File: config.mk
export PLATFORM = sky130hd
export DESIGN_NAME = mem_port_arbiter
export DESIGN_NICKNAME = d
export VERILOG_FILES = /design/src/rtl/mem_port_arbiter.sv
export SDC_FILE = /design/constraint.sdc
export NUM_CORES = 1
export LEC_CHECK = 0
export BUFFER_PORTS_ARGS = -buffer_cell sky130_fd_sc_hd__buf_4
export CAP_MARGIN = 20
export CORE_AREA = 2 2 123 125
export DETAILED_ROUTE_END_ITERATION = 10
export DIE_AREA = 0 0 125 127
export GPL_TIMING_DRIVEN = 0
export PLACE_DENSITY = 0.78
export REMOVE_ABC_BUFFERS = 1
export SYNTH_ARGS = -nofsm -noshare
export SYNTH_HDL_FRONTEND = slang
export SYNTH_SLANG_ARGS = --single-unit
File: constraint.sdc
create_clock -name clock -period 5.93 [get_ports clock]
set_clock_uncertainty 0.2 [all_clocks]
set_input_delay 0.593 -clock clock [delete_from_list [all_inputs] [get_ports clock]]
set_output_delay 0.593 -clock clock [all_outputs]
set_load 0.02 [all_outputs]
File: src/rtl/mem_port_arbiter.sv
// mem_port_arbiter
//   Shares one unified memory between instruction fetch (if_*) and
//   load/store data (dm_*). Arbitration is round-robin. Each request is
//   range/alignment checked, then issued as a burst of word beats.
//   The memory's busy signal stalls the burst. Read data is handed back
//   to the owning port one cycle after each accepted beat.
//
// Ports
//   clock, reset_n          single clock, synchronous active-low reset
//   if_*/dm_* requests      req, addr, rw (1=read), size (beats 1/4/8/16), wdata
//   if_*/dm_* responses     gnt, wready, rdata, rvalid, done, err
//   mem_*                   address, data_in, access_size, rw, enable to memory;
//                           busy, data_out from memory
//
// state  | meaning
// -------+---------------------------------------------------------------
// IDLE   | no owner; pick a winner and check legality
// ERR    | one-cycle err pulse to the rejected requester
// BEAT   | owner holds memory; one beat per cycle while mem_busy is low
// RLAST  | read burst finished; last rvalid and done together
// DONE   | write burst finished; done pulse
module mem_port_arbiter #(
  parameter int unsigned           ADDR_WIDTH = 32,
  parameter int unsigned           DATA_WIDTH = 32,
  parameter logic [ADDR_WIDTH-1:0] START_ADDR = 32'h80020000,
  parameter int unsigned           DEPTH      = 1048576
) (
  input  logic                  clock,
  input  logic                  reset_n,
  input  logic                  if_req,
  input  logic [ADDR_WIDTH-1:0] if_addr,
  input  logic                  if_rw,
  input  logic [1:0]            if_size,
  input  logic [DATA_WIDTH-1:0] if_wdata,
  input  logic                  dm_req,
  input  logic [ADDR_WIDTH-1:0] dm_addr,
  input  logic                  dm_rw,
  input  logic [1:0]            dm_size,
  input  logic [DATA_WIDTH-1:0] dm_wdata,
  output logic                  if_gnt,
  output logic                  if_wready,
  output logic [DATA_WIDTH-1:0] if_rdata,
  output logic                  if_rvalid,
  output logic                  if_done,
  output logic                  if_err,
  output logic                  dm_gnt,
  output logic                  dm_wready,
  output logic [DATA_WIDTH-1:0] dm_rdata,
  output logic                  dm_rvalid,
  output logic                  dm_done,
  output logic                  dm_err,
  output logic [ADDR_WIDTH-1:0] mem_address,
  output logic [DATA_WIDTH-1:0] mem_data_in,
  output logic [1:0]            mem_access_size,
  output logic                  mem_rw,
  output logic                  mem_enable,
  input  logic                  mem_busy,
  input  logic [DATA_WIDTH-1:0] mem_data_out
);

  typedef enum logic [2:0] {
    S_IDLE  = 3'd0,
    S_ERR   = 3'd1,
    S_BEAT  = 3'd2,
    S_RLAST = 3'd3,
    S_DONE  = 3'd4
  } state_t;

  // One past the last valid byte, kept one bit wider so the end-of-burst
  // compare cannot wrap.
  localparam logic [ADDR_WIDTH:0] LP_END = {1'b0, START_ADDR} + {1'b0, DEPTH};

  state_t                r_state;
  state_t                w_state_nxt;

  logic                  r_ptr;      // 0 = fetch has priority on a tie, 1 = data
  logic                  r_owner;    // 0 = fetch, 1 = data
  logic [ADDR_WIDTH-1:0] r_base;
  logic                  r_rw;
  logic [1:0]            r_size;
  logic [4:0]            r_beat;
  logic                  r_rd_pend;  // a read beat was accepted last cycle

  logic                  w_any_req;
  logic                  w_pick_dm;
  logic [ADDR_WIDTH-1:0] w_req_addr;
  logic                  w_req_rw;
  logic [1:0]            w_req_size;
  logic [6:0]            w_req_bytes;
  logic [ADDR_WIDTH:0]   w_req_end;
  logic                  w_legal;
  logic [4:0]            w_last_idx;
  logic                  w_accept;
  logic                  w_last_beat;
  logic [ADDR_WIDTH-1:0] w_offset;

  // Winner selection and legality of the winner's request
  assign w_any_req = if_req | dm_req;

  always_comb begin
    w_pick_dm = 1'b0;
    if (dm_req && !if_req) begin
      w_pick_dm = 1'b1;
    end else if (dm_req && if_req) begin
      w_pick_dm = r_ptr;
    end
  end

  assign w_req_addr = w_pick_dm ? dm_addr : if_addr;
  assign w_req_rw   = w_pick_dm ? dm_rw   : if_rw;
  assign w_req_size = w_pick_dm ? dm_size : if_size;

  always_comb begin
    w_req_bytes = 7'd4;
    case (w_req_size)
      2'b00:   w_req_bytes = 7'd4;
      2'b01:   w_req_bytes = 7'd16;
      2'b10:   w_req_bytes = 7'd32;
      default: w_req_bytes = 7'd64;
    endcase
  end

  assign w_req_end = {1'b0, w_req_addr} + {{(ADDR_WIDTH-6){1'b0}}, w_req_bytes};
  assign w_legal   = (w_req_addr[1:0] == 2'b00) &&
                     (w_req_addr >= START_ADDR) &&
                     (w_req_end <= LP_END);

  // Burst progress
  always_comb begin
    w_last_idx = 5'd0;
    case (r_size)
      2'b00:   w_last_idx = 5'd0;
      2'b01:   w_last_idx = 5'd3;
      2'b10:   w_last_idx = 5'd7;
      default: w_last_idx = 5'd15;
    endcase
  end

  assign w_accept    = (r_state == S_BEAT) && !mem_busy;
  assign w_last_beat = (r_beat == w_last_idx);
  assign w_offset    = {{(ADDR_WIDTH-7){1'b0}}, r_beat, 2'b00};

  // State register
  always_ff @(posedge clock) begin
    if (!reset_n) begin
      r_state <= S_IDLE;
    end else begin
      r_state <= w_state_nxt;
    end
  end

  // Next-state logic
  always_comb begin
    w_state_nxt = r_state;
    case (r_state)
      S_IDLE: begin
        if (w_any_req) begin
          w_state_nxt = w_legal ? S_BEAT : S_ERR;
        end
      end
      S_ERR:   w_state_nxt = S_IDLE;
      S_BEAT: begin
        if (w_accept && w_last_beat) begin
          w_state_nxt = r_rw ? S_RLAST : S_DONE;
        end
      end
      S_RLAST: w_state_nxt = S_IDLE;
      S_DONE:  w_state_nxt = S_IDLE;
      default: w_state_nxt = S_IDLE;
    endcase
  end

  // Latched transaction attributes, beat counter, priority pointer
  always_ff @(posedge clock) begin
    if (!reset_n) begin
      r_ptr     <= 1'b0;
      r_owner   <= 1'b0;
      r_base    <= '0;
      r_rw      <= 1'b0;
      r_size    <= 2'b00;
      r_beat    <= 5'd0;
      r_rd_pend <= 1'b0;
    end else begin
      r_rd_pend <= w_accept && r_rw;
      case (r_state)
        S_IDLE: begin
          // The owner is latched even for a rejected request so ERR
          // knows which port to flag.
          if (w_any_req) begin
            r_owner <= w_pick_dm;
            r_base  <= w_req_addr;
            r_rw    <= w_req_rw;
            r_size  <= w_req_size;
            r_beat  <= 5'd0;
          end
        end
        S_BEAT: begin
          if (w_accept) begin
            r_beat <= r_beat + 5'd1;
          end
        end
        S_ERR, S_RLAST, S_DONE: r_ptr <= ~r_owner;
        default: ;
      endcase
    end
  end

  // Outputs
  always_comb begin
    if_gnt          = 1'b0;
    dm_gnt          = 1'b0;
    if_wready       = 1'b0;
    dm_wready       = 1'b0;
    if_rvalid       = 1'b0;
    dm_rvalid       = 1'b0;
    if_rdata        = '0;
    dm_rdata        = '0;
    if_done         = 1'b0;
    dm_done         = 1'b0;
    if_err          = 1'b0;
    dm_err          = 1'b0;
    mem_enable      = 1'b0;
    mem_rw          = 1'b0;
    mem_access_size = 2'b00;
    mem_address     = '0;
    mem_data_in     = '0;

    case (r_state)
      S_ERR: begin
        if_err = ~r_owner;
        dm_err = r_owner;
      end
      S_BEAT: begin
        if_gnt          = ~r_owner;
        dm_gnt          = r_owner;
        mem_enable      = 1'b1;
        mem_rw          = r_rw;
        mem_access_size = r_size;
        mem_address     = r_base + w_offset;
        if (!r_rw) begin
          mem_data_in = r_owner ? dm_wdata : if_wdata;
          if_wready   = w_accept && !r_owner;
          dm_wready   = w_accept && r_owner;
        end
      end
      S_RLAST, S_DONE: begin
        if_gnt  = ~r_owner;
        dm_gnt  = r_owner;
        if_done = ~r_owner;
        dm_done = r_owner;
      end
      default: ;
    endcase

    // Read data comes back the cycle after its beat, whatever the state.
    if (r_rd_pend) begin
      if (r_owner) begin
        dm_rvalid = 1'b1;
        dm_rdata  = mem_data_out;
      end else begin
        if_rvalid = 1'b1;
        if_rdata  = mem_data_out;
      end
    end
  end

endmodule

Yosys cells after proc, flatten, opt, wreduce, memory -nomap -nowiden

Index checks and enable logic that the tools add are counted.

Flip-flop bits (word level): 46
Input bits: 171
Output and inout bits: 142
Word-level logic and storage cells: 90

Add/sub/neg operators: 3
Order comparisons: 2
Equal/unequal tests: 12
Muxes and demuxes: 40
Bitwise gates (word level): 2
Reductions and logical operators: 23

Operators with widths:

| operator             | count |
|---|---|
| $mux 32              | 9 |
| $add 32x7->33        | 1 |
| $le 33x32->1 const B | 1 |
| $add 32x7->32        | 1 |
| $ge 32x32->1 const B | 1 |
| $pmux 7 s3           | 1 |
| $mux 1               | 19 |
| $pmux 4 s3           | 1 |
| $mux 5               | 2 |
| $pmux 5 s2           | 1 |
| $logic_and 1x1->1    | 9 |
| $mux 3               | 3 |
| $eq 3x2->1 const B   | 2 |
| $logic_not 2->1      | 3 |
| $mux 2               | 3 |
| $pmux 3 s2           | 1 |
| $reduce_or 3->1      | 2 |
| $add 5x1->5 const B  | 1 |
| $eq 5x5->1           | 1 |
| $eq 2x1->1 const B   | 2 |
| $eq 2x2->1 const B   | 2 |
| $ne 2x2->1 const B   | 2 |
| $reduce_and 2->1     | 2 |
| $eq 3x1->1 const B   | 1 |
| 9 further kinds      | 11 |

Longest topological paths before layout

Depth after elaboration: 12
Mapped depth: 19
Mapped depth without buffers: 15

Worst setup path before layout

OpenSTA, ideal clock, no wires.

Path type: input -> register
From: in if_req
To: reg r_state[0]
Library setup time: 0.115 ns
Arrival time: 4.247 ns
Path slack: 1.368 ns
Stages on the path: 19
Buffers on the path: 4
Path through: and2b_2 -> nor2_4 -> buf_6 -> buf_2 -> buf_1 -> buf_1 -> nand2_1 -> nand2_1 -> ha_1 -> ha_1 -> a21oi_1 -> o21ai_1 -> o21ai_2 -> o21bai_1 -> xor2_1 -> nor4_1 -> or4b_1 -> a21o_1 -> a31o_1

RTL lines:

| element                                                     | line     | RTL |
|---|---|---|
| from (decl)                                                 | 30       | `input logic if_req,` |
| $logic_and 1x1->1 / $logic_not 1->1 (equally long branches) | 104, 102 |  |
| $mux 1 / $logic_and 1x1->1 (equally long branches)          | 104, 102 |  |
| $mux 1 *                                                    | 102      | `if (dm_req && !if_req) begin` |
| $mux 32 *                                                   | 109      | `assign w_req_addr = w_pick_dm ? dm_addr : if_addr;` |
| net w_req_addr[2]                                           | 86       | `logic [ADDR_WIDTH-1:0] w_req_addr;` |
| $add 32x7->33 / $ge 32x32->1 (equally long branches)        | 123, 125 |  |
| $le 33x32->1 / $logic_and 1x1->1 (equally long branches)    | 126, 124 |  |
| $logic_and 1x1->1 *                                         | 125      | `(w_req_addr >= START_ADDR) &&` |
| $mux 2 *                                                    | 158      | `w_state_nxt = w_legal ? S_BEAT : S_ERR;` |
| $mux 3 *                                                    | 157      | `if (w_any_req) begin` |
| $pmux 3 s2 *                                                | 155      | `case (r_state)` |
| to (signal assigned)                                        | 148      | `r_state <= w_state_nxt;` |
| to (decl)                                                   | 73       | `state_t r_state;` |

Mark *: on every way through the listed nets, which the timed path passes. The rest lies on a longest branch. The select of a mux whose other input is x is not followed.
A chain may end at the register's enable or synchronous reset.

Worst setup path in the final report

From: reg r_ptr
To: reg r_state[0]

Word-level cells in the longest chain between the ends: 11

RTL lines:

| element                                  | line | RTL |
|---|---|---|
| from (decl)                              | 76   | `logic r_ptr;` |
| from (signal assigned)                   | 202  | `S_ERR, S_RLAST, S_DONE: r_ptr <= ~r_owner;` |
| $mux 1 *                                 | 104  | `end else if (dm_req && if_req) begin` |
| $mux 1 *                                 | 102  |  |
| $mux 2                                   | 111  | `assign w_req_size = w_pick_dm ? dm_size : if_size;` |
| $eq 2x2->1, or another cell as far along | 115  | `case (w_req_size)` |
| $pmux 7 s3                               | 115  |  |
| $add 32x7->33                            | 123  | `assign w_req_end = {1'b0, w_req_addr} + {{(ADDR_WIDTH-6){1'b0}}, w_req_bytes};` |
| $le 33x32->1                             | 126  | `(w_req_end <= LP_END);` |
| $logic_and 1x1->1 *                      | 125  |  |
| $mux 2 *                                 | 158  |  |
| $mux 3 *                                 | 157  |  |
| $pmux 3 s2 *                             | 155  |  |

Every way passes the cells marked *; elsewhere a longest branch is shown, timed or not. The select of a mux whose other input is x is not followed.

==> impl_metrics.tcl <==
set metrics [dict create \
    drive_gt1_share_pct 34.2 \
    fmax_ghz 0.208 \
    postSynthAreaPerCell_sq_um 6.96 \
    drcViolationCount 0 \
    grt_first_pass_wirelength_um 35100 \
    synth_area_leader_cell "dfxtp_1" \
    numPortBuffers 312 \
    synthTopCellsByArea "dfxtp_1, mux2i_1, nor2_1" \
    nNetsFinal 1205 \
    hold_viol 0 \
    cts_tree "yes" \
    startpoint "r_ptr" \
    gp_congestion 0.928 \
    netlist.area_leader.share_pct 17.8 \
    post-cts-setup-buffers 0 \
    die_y_um 127 \
    wl_per_cell_um 19.6 \
    crit_path_end "r_state[0]" \
    post_drt_via_cell_ratio 5.47 \
    grt_antenna_before_repair 11 \
    overflow 0 \
    core_sq_mm 0.0144 \
    grt_use_total_pct 28.5 \
    p_per_area_mw_per_mm2 130 \
    ys_seq_elements 46 \
    synth_edf_count 0 \
    cp-start-kind "flip-flop" \
    area_delta_synth_final_pct 51.1 \
    grt_pass1_vias 6114 \
    via_count 6665 \
    finalSetupViolations 0 \
    dp_hpwl_um 19800 \
    drt_wl_total_um 23900 \
    htree_levels 2 \
    dieWidth_um 125 \
    r2r_slack_ns 1.13 \
    drt_iter0_drc 552 \
    fin_util_pct 54.3 \
    boundaryPins 313 \
    syn_inst 745 \
    dieArea_sq_mm 0.0159 \
    slew_headroom_pct 33.9 \
    synth_flop_cell "dfxtp_1" \
    end_kind "flip-flop" \
    rr_startpoint "r_ptr" \
    fill_cells 1449 \
    crit_fanout 52 \
    cp.arrival_ns 4.78 \
    cap_violations 0 \
    worstPathRequired_ns 5.92 \
    rows 44 \
    postSynth.asyncResetShare_pct 0 \
    worstHoldPathType "flip-flop to flip-flop" \
    floorplan.initialDensity_pct 36.0 \
    cts_root_buf "clkbuf_16" \
    numCtsBuffers 5 \
    netlist_area_sq_mm 0.00519 \
    place_inst 1198 \
    p_leak_uw 0.00368 \
    r2r_end "r_state[0]" \
    period_needed_ns 4.80 \
    path_class "flip-flop to flip-flop" \
    setup_tns_ns 0 \
    yosys_warnings 0 \
    cts_sinks 46 \
    clockBufferDepth 2 \
    cts_resized 0 \
    dpl_cell_area_sq_mm 0.00763 \
    finalMaxSlewViolations 0 \
    ys_types 68 \
    clk_transition_reported_paths_ns 0.07 \
    synth-seq-area-share_pct 17.8 \
    peakVddDrop_v 0.000121 \
    fin_crit_sh_pct 80.9 \
    grt_max_degree 77 \
    reg2reg_depth 15 \
    clk_latency_ns 0.29 \
    cts_hold_buffers 0 \
    status "complete, no violations" \
    firstDrtPassIters 5 \
    grt_setup_unrepaired "false" \
    tightest_slew_ns 0.989 \
    finalNonFillerCells 1218 \
    ant_nets 0 \
    final_area_sq_mm 0.00784 \
]
==> registers in the layout, summed over array words and instances, names as in the netlist <==
signal / flops
r_base: 32
r_beat: 5
r_state: 3
r_size: 2
r_owner: 1
r_ptr: 1
r_rd_pend: 1
r_rw: 1
==> stage by stage <==
| stage | hold WS [ns] | total power, uW | setup WS [ns] |
|---|---|---|---|
| floorplan | 0.240 | 549 | 1.71 |
| global placement | 0.251 | 713 | 0.776 |
| detailed placement | 0.252 | 716 | 0.861 |
| CTS | 0.262 | 1010 | 1.16 |
| global route | 0.287 | 1070 | 0.782 |
| finish | 0.262 | 1020 | 1.13 |
==> how the worst min path moves through the flow <==
stage	start	end	slack (ns)	cells after the start
floorplan	r_ptr	r_ptr	0.24	2
global placement	r_base[2]	r_base[2]	0.25	2
detailed placement	r_base[4]	r_base[4]	0.25	2
CTS	r_base[4]	r_base[4]	0.26	2
global route	r_base[2]	r_base[2]	0.29	2
finish	r_base[4]	r_base[4]	0.26	2
==> kinds of logic (layout without fill, tap and decap cells) <==
kind of cell | count (synthesis) | in the layout | share of synthesized area, %
compound gates | 127 | 127 | 17.5
xor+xnor | 42 | 42 | 7.09
fa+ha+maj | 12 | 12 | 3.04
buf+inv | 57 | 335 | 4.78
flops | 46 | 46 | 17.8
mux | 54 | 54 | 10.5
other cells | 0 | 11 | 0
simple gates | 407 | 407 | 39.4
==> worst max-delay path, cell delays in order, from the launching register on <==
cell and delay, ns:
dfxtp_1 0.37, nand2b_1 0.48, nand2_4 0.47, or3_1 0.45, o31ai_1 0.08, ha_1 0.25, ha_1 0.20, a21oi_1 0.10
o21ai_1 0.24, o21ai_2 0.17, o21bai_1 0.26, xor2_1 0.22, nor4_1 0.31, or4b_1 0.51, a21o_1 0.19, a31o_1 0.21
==> cells in the final DEF, fill, tap and decap left out, types with 5 or more instances in the layout <==
master	synthesis	routed
nand3_1	27	27
a311oi_1	13	13
nor4_1	12	12
a31oi_1	7	7
a21oi_1	25	25
ha_1	11	11
and3_1	57	57
dfxtp_1	46	45
clkbuf_16	0	5
xnor2_1	25	25
nand4_1	14	14
or3_1	9	9
nor2_1	125	125
diode_2	0	11
and2_1	34	34
o211ai_1	5	5
nor2b_1	9	7
nor3_1	17	17
mux2i_1	51	51
o22ai_1	5	5
inv_1	10	10
o21ai_0	14	14
a211oi_1	17	17
nand2_1	79	79
buf_4	0	312
xor2_1	17	17
==> Yosys cell counts, types with 12 or more instances <==
cell type	count
nor2_1	125
nand2_1	79
and3_1	57
mux2i_1	51
dfxtp_1	46
and2_1	34
clkbuf_1	28
nand3_1	27
a21oi_1	25
xnor2_1	25
a211oi_1	17
nor3_1	17
xor2_1	17
nand4_1	14
o21ai_0	14
a311oi_1	13
nor4_1	12
==> cell type report <==
| class | instances | area [sq um] | area share [%] |
|---|---|---|---|
| inverters | 11 | 41.3 | 0.527 |
| well taps | 184 | 230 | 2.94 |
| repair buffers | 316 | 2420 | 30.9 |
| clock buffers | 7 | 153 | 1.95 |
| multi-input cells | 642 | 4030 | 51.4 |
| clock inverters | 1 | 8.76 | 0.112 |
| flip-flops and latches | 46 | 925 | 11.8 |
| diodes | 11 | 27.5 | 0.351 |
==> power breakdown <==
group          leakage (uW)  total (uW)  internal [uW]  switching, uW
combinational       0.00321         345            170            176
clock             0.0000802         299            180            119
sequential         0.000381         374            335           38.7
==> per-layer routing <==
metal | share of wire (%) | vias to the layer above | global-route usage, %
li1 | - | 3249 | -
met1 | 38 | 3022 | 33.6
met2 | 47 | 341 | 47.3
met3 | 9.6 | 47 | 7.91
met4 | 4.6 | 6 | 15.3
met5 | 0.15 | - | 0
Note: power is estimated with default switching activity, not from simulation.
